[src/rtl/bp_be_dcache_pkt_arbiter.sv]
// bp_be_dcache_pkt_arbiter
//
// Merges the LCE tag_mem, data_mem and stat_mem packet streams into one
// registered packet stream. A one-entry output register presents the winner
// of a round-robin arbitration between the three sources. When the consumer
// takes the registered packet, a new one can be loaded in the same cycle, so
// a steady stream of one packet per cycle needs no bubbles.
//
// Ports
//   clk_i, reset_i                   clock, synchronous active-high reset
//   tag_mem_pkt_i / _v_i / _yumi_o   tag source: payload, valid, accept
//   data_mem_pkt_i / _v_i / _yumi_o  data source: payload, valid, accept
//   stat_mem_pkt_i / _v_i / _yumi_o  stat source: payload, valid, accept
//   freeze_i                         blocks new grants while high
//   pkt_o                            registered payload, zero-extended
//   pkt_type_o                       registered source: 0 tag, 1 data, 2 stat
//   pkt_v_o                          pkt_o / pkt_type_o are valid
//   pkt_yumi_i                       consumer takes pkt_o this cycle
module bp_be_dcache_pkt_arbiter #(
    parameter int tag_pkt_width_p  = 32,
    parameter int data_pkt_width_p = 600,
    parameter int stat_pkt_width_p = 16,
    localparam int td_width_lp  = (tag_pkt_width_p > data_pkt_width_p)
                                  ? tag_pkt_width_p : data_pkt_width_p,
    localparam int pkt_width_lp = (td_width_lp > stat_pkt_width_p)
                                  ? td_width_lp : stat_pkt_width_p
) (
    input  logic                        clk_i,
    input  logic                        reset_i,

    input  logic [tag_pkt_width_p-1:0]  tag_mem_pkt_i,
    input  logic                        tag_mem_pkt_v_i,
    output logic                        tag_mem_pkt_yumi_o,

    input  logic [data_pkt_width_p-1:0] data_mem_pkt_i,
    input  logic                        data_mem_pkt_v_i,
    output logic                        data_mem_pkt_yumi_o,

    input  logic [stat_pkt_width_p-1:0] stat_mem_pkt_i,
    input  logic                        stat_mem_pkt_v_i,
    output logic                        stat_mem_pkt_yumi_o,

    input  logic                        freeze_i,

    output logic [pkt_width_lp-1:0]     pkt_o,
    output logic [1:0]                  pkt_type_o,
    output logic                        pkt_v_o,
    input  logic                        pkt_yumi_i
);

    localparam logic [1:0] type_tag_lp  = 2'd0;
    localparam logic [1:0] type_data_lp = 2'd1;
    localparam logic [1:0] type_stat_lp = 2'd2;

    logic                    v_r;
    logic [1:0]              type_r;
    logic [pkt_width_lp-1:0] pkt_r;
    logic [1:0]              last_r;

    logic                    win_v;
    logic [1:0]              win_type;
    logic [pkt_width_lp-1:0] win_pkt;
    logic                    load;

    // Arbitration: the search begins just after the last winner, so each
    // case below lists the sources in rotated priority order.
    always_comb begin
        win_v    = 1'b0;
        win_type = type_tag_lp;
        case (last_r)
            type_tag_lp: begin
                if (data_mem_pkt_v_i) begin
                    win_v = 1'b1; win_type = type_data_lp;
                end else if (stat_mem_pkt_v_i) begin
                    win_v = 1'b1; win_type = type_stat_lp;
                end else if (tag_mem_pkt_v_i) begin
                    win_v = 1'b1; win_type = type_tag_lp;
                end
            end
            type_data_lp: begin
                if (stat_mem_pkt_v_i) begin
                    win_v = 1'b1; win_type = type_stat_lp;
                end else if (tag_mem_pkt_v_i) begin
                    win_v = 1'b1; win_type = type_tag_lp;
                end else if (data_mem_pkt_v_i) begin
                    win_v = 1'b1; win_type = type_data_lp;
                end
            end
            default: begin
                if (tag_mem_pkt_v_i) begin
                    win_v = 1'b1; win_type = type_tag_lp;
                end else if (data_mem_pkt_v_i) begin
                    win_v = 1'b1; win_type = type_data_lp;
                end else if (stat_mem_pkt_v_i) begin
                    win_v = 1'b1; win_type = type_stat_lp;
                end
            end
        endcase
    end

    always_comb begin
        case (win_type)
            type_tag_lp:  win_pkt = pkt_width_lp'(tag_mem_pkt_i);
            type_data_lp: win_pkt = pkt_width_lp'(data_mem_pkt_i);
            default:      win_pkt = pkt_width_lp'(stat_mem_pkt_i);
        endcase
    end

    // A new packet may enter when the register is empty or is being drained
    // this very cycle; reset suppresses every grant.
    assign load = ~reset_i & ~freeze_i & win_v & (~v_r | pkt_yumi_i);

    assign tag_mem_pkt_yumi_o  = load & (win_type == type_tag_lp);
    assign data_mem_pkt_yumi_o = load & (win_type == type_data_lp);
    assign stat_mem_pkt_yumi_o = load & (win_type == type_stat_lp);

    // Output register stage
    always_ff @(posedge clk_i) begin
        if (reset_i) begin
            v_r    <= 1'b0;
            last_r <= type_stat_lp;
            type_r <= type_tag_lp;
            pkt_r  <= '0;
        end else if (load) begin
            v_r    <= 1'b1;
            last_r <= win_type;
            type_r <= win_type;
            pkt_r  <= win_pkt;
        end else if (pkt_yumi_i) begin
            v_r    <= 1'b0;
        end
    end

    assign pkt_o      = pkt_r;
    assign pkt_type_o = type_r;
    assign pkt_v_o    = v_r;

    // The consumer may only take a packet that is actually presented.
    always_ff @(posedge clk_i) begin
        if (!reset_i) begin
            yumi_without_valid: assert (v_r || !pkt_yumi_i);
        end
    end

endmodule

[config.mk]
export PLATFORM = sky130hd
export DESIGN_NAME = bp_be_dcache_pkt_arbiter
export DESIGN_NICKNAME = d
export VERILOG_FILES = /design/src/rtl/bp_be_dcache_pkt_arbiter.sv
export SDC_FILE = /design/constraint.sdc
export NUM_CORES = 1
export LEC_CHECK = 0
export ABC_AREA = 1
export ABC_CLOCK_PERIOD_IN_PS = 1500
export CELL_PAD_IN_SITES_DETAIL_PLACEMENT = 1
export CELL_PAD_IN_SITES_GLOBAL_PLACEMENT = 1
export CORE_AREA = 3 3 496 498
export CTS_CLUSTER_DIAMETER = 60
export DETAILED_ROUTE_END_ITERATION = 10
export DIE_AREA = 0 0 499 501
export GPL_TIMING_DRIVEN = 1
export PLACE_DENSITY_LB_ADDON = 0.1
export SYNTH_ARGS = -nofsm -noshare
export SYNTH_HDL_FRONTEND = slang
export SYNTH_SLANG_ARGS = --single-unit
[constraint.sdc]
create_clock -name clk_i -period 1.5 [get_ports clk_i]
set_input_delay 0.3 -clock clk_i [delete_from_list [all_inputs] [get_ports clk_i]]
set_output_delay 0.3 -clock clk_i [all_outputs]
set_load 0.005 [all_outputs]
Word-level counts from Yosys, hierarchy flattened --
Index checks and enable logic that the tools add are counted.
Storage, ports and cells: register bits 605, input port bits 655, output and inout bits 606, word-level logic and storage cells 40
Operators by class: equality and inequality tests 3, mux-type cells 20, bitwise logic cells 10, reduce and logical (&&, ||, !) cells 3
Operator list (number):
- 600-bit case mux with 2 select lines | 1
- 1-bit two-way mux | 13
- 2-bit two-way mux | 4
- 1-bit bitwise AND | 6
- 2-bit by 1-bit equality test with 1-bit output (second input constant) | 2
- 2-bit logical NOT | 2
- 2-bit case mux with 2 select lines | 1
- 1-bit NOT | 3
- 2-bit equality test (second input constant) | 1
- 1-bit case mux with 2 select lines | 1
- 2-bit nonzero test | 1
- 1-bit bitwise OR | 1

Longest topological paths before layout --
depth after elaboration 7, mapped depth 12, depth with buffers taken out 10

Worst setup path before layout --
No wires, ideal clock.
path kind flip-flop to flip-flop, start register, netlist name pkt_type_o[0], end register pkt_r[528], in the netlist pkt_o[528], setup time 0.070 ns, data arrival time 1.372 ns, required time 1.430 ns, slack 0.057 ns, stages on the path, launching flop included 12, buffers on the path 3, period minus slack after synthesis 1.443 ns, cells stage by stage dfxtp_1 > nand2_1 > nand2_1 > nand2_2 > nand2_2 > nand2_1 > inv_2 > buf_6 > buf_6 > buf_6 > nand2_1 > a21oi_1
RTL lines:
- to (signal assigned) | line 128 | pkt_r <= win_pkt;
- to (decl) | line 57 | logic [pkt_width_lp-1:0] pkt_r;

Final worst setup path --
start register v_r, in the netlist pkt_v_o, end output port stat_mem_pkt_yumi_o
Between the ends: longest elaborated chain between the ends 4
Ends and longest elaborated chain:
- from (decl) | line 55 | logic v_r;
- from (signal assigned) | line 120 | v_r <= 1'b0;
- from (signal assigned) | line 125 | v_r <= 1'b1;
- from (signal assigned) | line 130 | v_r <= 1'b0;
- 1-bit NOT | line 111 | assign load = ~reset_i & ~freeze_i & win_v & (~v_r | pkt_yumi_i);
- 1-bit bitwise OR | line 111
- 1-bit bitwise AND | line 111
- 1-bit bitwise AND | line 115 | assign stat_mem_pkt_yumi_o = load & (win_type == type_stat_lp);
- to (decl) | line 41 | output logic stat_mem_pkt_yumi_o,
Every way passes these cells.

==> results by group <==
Die
  – Top Ports: 1261
  – Initial Util: 0.0890
  – Core Area: around 240000 um^2
  – Die Span Y: 501 um
  – Site row count: between 150 and 200
  – Die area: 250000 um^2
  – Die span in x: 499 um

Global route
  – First-pass GRT wire length: 226000 um
  – Vias in the first global route: roughly 27000
  – Largest net degree at the start of global routing: 126
  – Total gr overflow: 0
  – GRT Util Overall: 0.127
  – Initial antenna violation count: 65

Pwr
  – Peak VDD IR: 0.709 mV
  – Lkg Pwr: 19.6 nW
  – Pwr Density: 1040 nW/um^2

Clock network
  – Clock root cell: clkbuf_16
  – Worst skew pair latency: ~0.8 ns
  – Clock tree buffer depth: 3
  – H-tree levels: 3
  – Clk pin slew, worst setup/hold paths: 0.05 ns
  – Clk sink count: 604
  – Total clock buffers created by CTS: approximately 120
  – CTS tree: yes

Layout
  – FILL cells: 28007
  – Area grow syn2layout: 134%
  – Layout cells sized above 1: 0.456
  – Finished Layout Cells: 7790
  – # nets final: 5112
  – Final Core Density: 0.208

Setup path
  – Critical Path Start: pkt_v_o
  – Arrival @ worst endpoint: 1.65 ns
  – Crit-path max FO: 4
  – Critical Path Sink Type: output pin
  – Startpoint Class: flop
  – Worst r2r dst: pkt_o[452]
  – Critical path destination: stat_mem_pkt_yumi_o
  – Data required time of the worst path: 1.20 ns
  – Setup CP Type: reg -> out
  – R2r setup slk: -0.34 ns
  – R2R depth: 13
  – Worst r2r src: pkt_type_o[0]

Timing
  – Setup TNS: -126.78 ns
  – RSZ-0062 raised after global routing: true
  – Max_slew headroom: 0.277
  – Final hold violations: 0
  – Clk_skew: 0.0562 ns
  – Final setup violation count: 732
  – Worst-margin pin slew: ~1.1 ns
  – Final Cycle Share: 1.30
  – Fmax: 513 MHz
  – Hold Worst Slack: 0.101 ns
  – Min Clock Period, post-route: between 1.5 and 2 ns
  – Max-slew violations: 0
  – Setup slack after layout: -0.449 ns

Status
  – Violated checks: setup timing
  – Run status: finished with violations

Worst hold path
  – Hold WC Path Type: in -> reg
  – WHS Path Cells: 4

Placed design
  – Number of I/O port buffers: 1260
  – Setup slack after placement: -0.937 ns
  – DP HPWL: 128000 um
  – GP Congestion: 0.733
  – Placed cells: 7180

Routing
  – Routed len/inst: 22.0 um
  – Via count: 25788
  – Drt total wl: ~170000 um
  – Drt pass-1 iters: 4
  – ANT nets after route: 0
  – # DRC: 0
  – DRT iter0 DRCs: between 700 and 800
  – Via-per-instance ratio: 3.31

Job
  – MaxCap Viol Count: 0

Logic synthesis
  – Synth Warn #: 0
  – Synthesized area: roughly 22000 um^2
  – Synth Instances: about 2800
  – #FFs+latches synth: approximately 600
  – Syn Nets: 3440
  – Sequential share of the synthesized area: 0.560
  – Netlist cell types: 20
  – Syn Area/Cell: about 7.8 um^2
## cells by family (layout without fill, tap and decap cells)
group / after synthesis / after routing / share of synthesized area
simple gates: 1330 / 1330 / 0.235
compound gates: 603 / 603 / 0.141
other cells: 0 / 33 / 0
buf+inv: 248 / 2018 / 0.0640
flops: 604 / 604 / 0.560
## metal layers
layer / share of wire / up-vias / GRT usage
met5: 0.0022 / - / 0
met4: 0.022 / 56 / 0.0323
met3: 0.10 / 226 / 0.0637
met2: 0.49 / 966 / 0.222
met1: 0.38 / 12197 / 0.136
li1: - / 12343 / -
## final cells by class
class	instances	area (um^2)	share of cell area
Antenna cell	33	82.6	0.00164
Multi-Input combinational cell	1933	10100	0.201
Clock inverter	66	980	0.0194
Sequential cell	604	12900	0.256
Timing Repair Buffer	1757	18800	0.374
Clock buffer	152	3310	0.0656
Inverter	43	174	0.00345
Tap cell	3202	4010	0.0794
## state kept, by name, summed over array words and instances, names as in the netlist
signal	flops
pkt_v_o	1
last_r	1
pkt_o	600
pkt_type_o	2
## cells in the mapped netlist, drive strengths merged
master,count,area [um^2]
a21oi,586,2930
buf,80,751
clkbuf,125,469
clkinv,1,3.75
dfxtp,604,12100
inv,42,158
nand2,1251,4700
nand3,36,190
nand4,8,50.1
nor2,35,136
o211ai,1,7.51
o21a,8,60.1
o21ai,8,40.0
## where the power goes
part	internal [mW]	switching (mW)
Sequential	16.5	0.291
Combinational	3.66	2.83
Clock	18.8	10.3
Total	39.0	13.4
## cells in the final DEF (no fill, tap or decap), drive strengths merged
cell / Yosys / layout
nand2: 1251 / 1251
buf: 80 / 816
clkdlybuf4s50: 0 / 653
dfxtp: 604 / 604
a21oi: 586 / 586
dlygate4sd3: 0 / 257
clkbuf: 125 / 183
inv: 42 / 43
clkinv: 1 / 37
nand3: 36 / 36
nor2: 35 / 35
diode: 0 / 33
bufinv: 0 / 19
clkinvlp: 0 / 10
o21a: 8 / 8
nand4: 8 / 8
o21ai: 8 / 8
o211ai: 1 / 1
## metrics by stage
stage	cell area, um^2	power, mW
after floorplan	21600	18.3
after CTS	47000	53.2
after global placement	38500	22.2
after detailed placement	38500	22.2
final	50400	52.4
after global routing	50400	55.0
## what timing repair did
action,in CTS,in global routing
setup buffers,42,23
hold buffers,257,0
gates resized for setup,3792,636
pin swaps,7,90
hold endpoints to repair,277,0
setup endpoints to repair,1188,1207
cloned,9,32
## worst min-delay path by stage
| stage | start | end | slack (ns) |
|---|---|---|---|
| finish | reset_i | pkt_o[595] | 0.10 |
| global placement | pkt_o[331] | pkt_o[331] | 0.45 |
| detailed placement | pkt_o[583] | pkt_o[583] | 0.45 |
| CTS | data_mem_pkt_i[339] | pkt_o[339] | 0.0005 |
| floorplan | data_mem_pkt_i[339] | pkt_o[339] | 0.44 |
| global route | data_mem_pkt_i[80] | pkt_o[80] | 0.02 |
## critical path: stages (launching register included)
cell     delay (ns)
dfxtp_2        0.33
nand2_4        0.07
nand3_4        0.09
buf_6          0.15
nor2_4         0.14
buf_2          0.14
(Power assumes the default switching activity.)
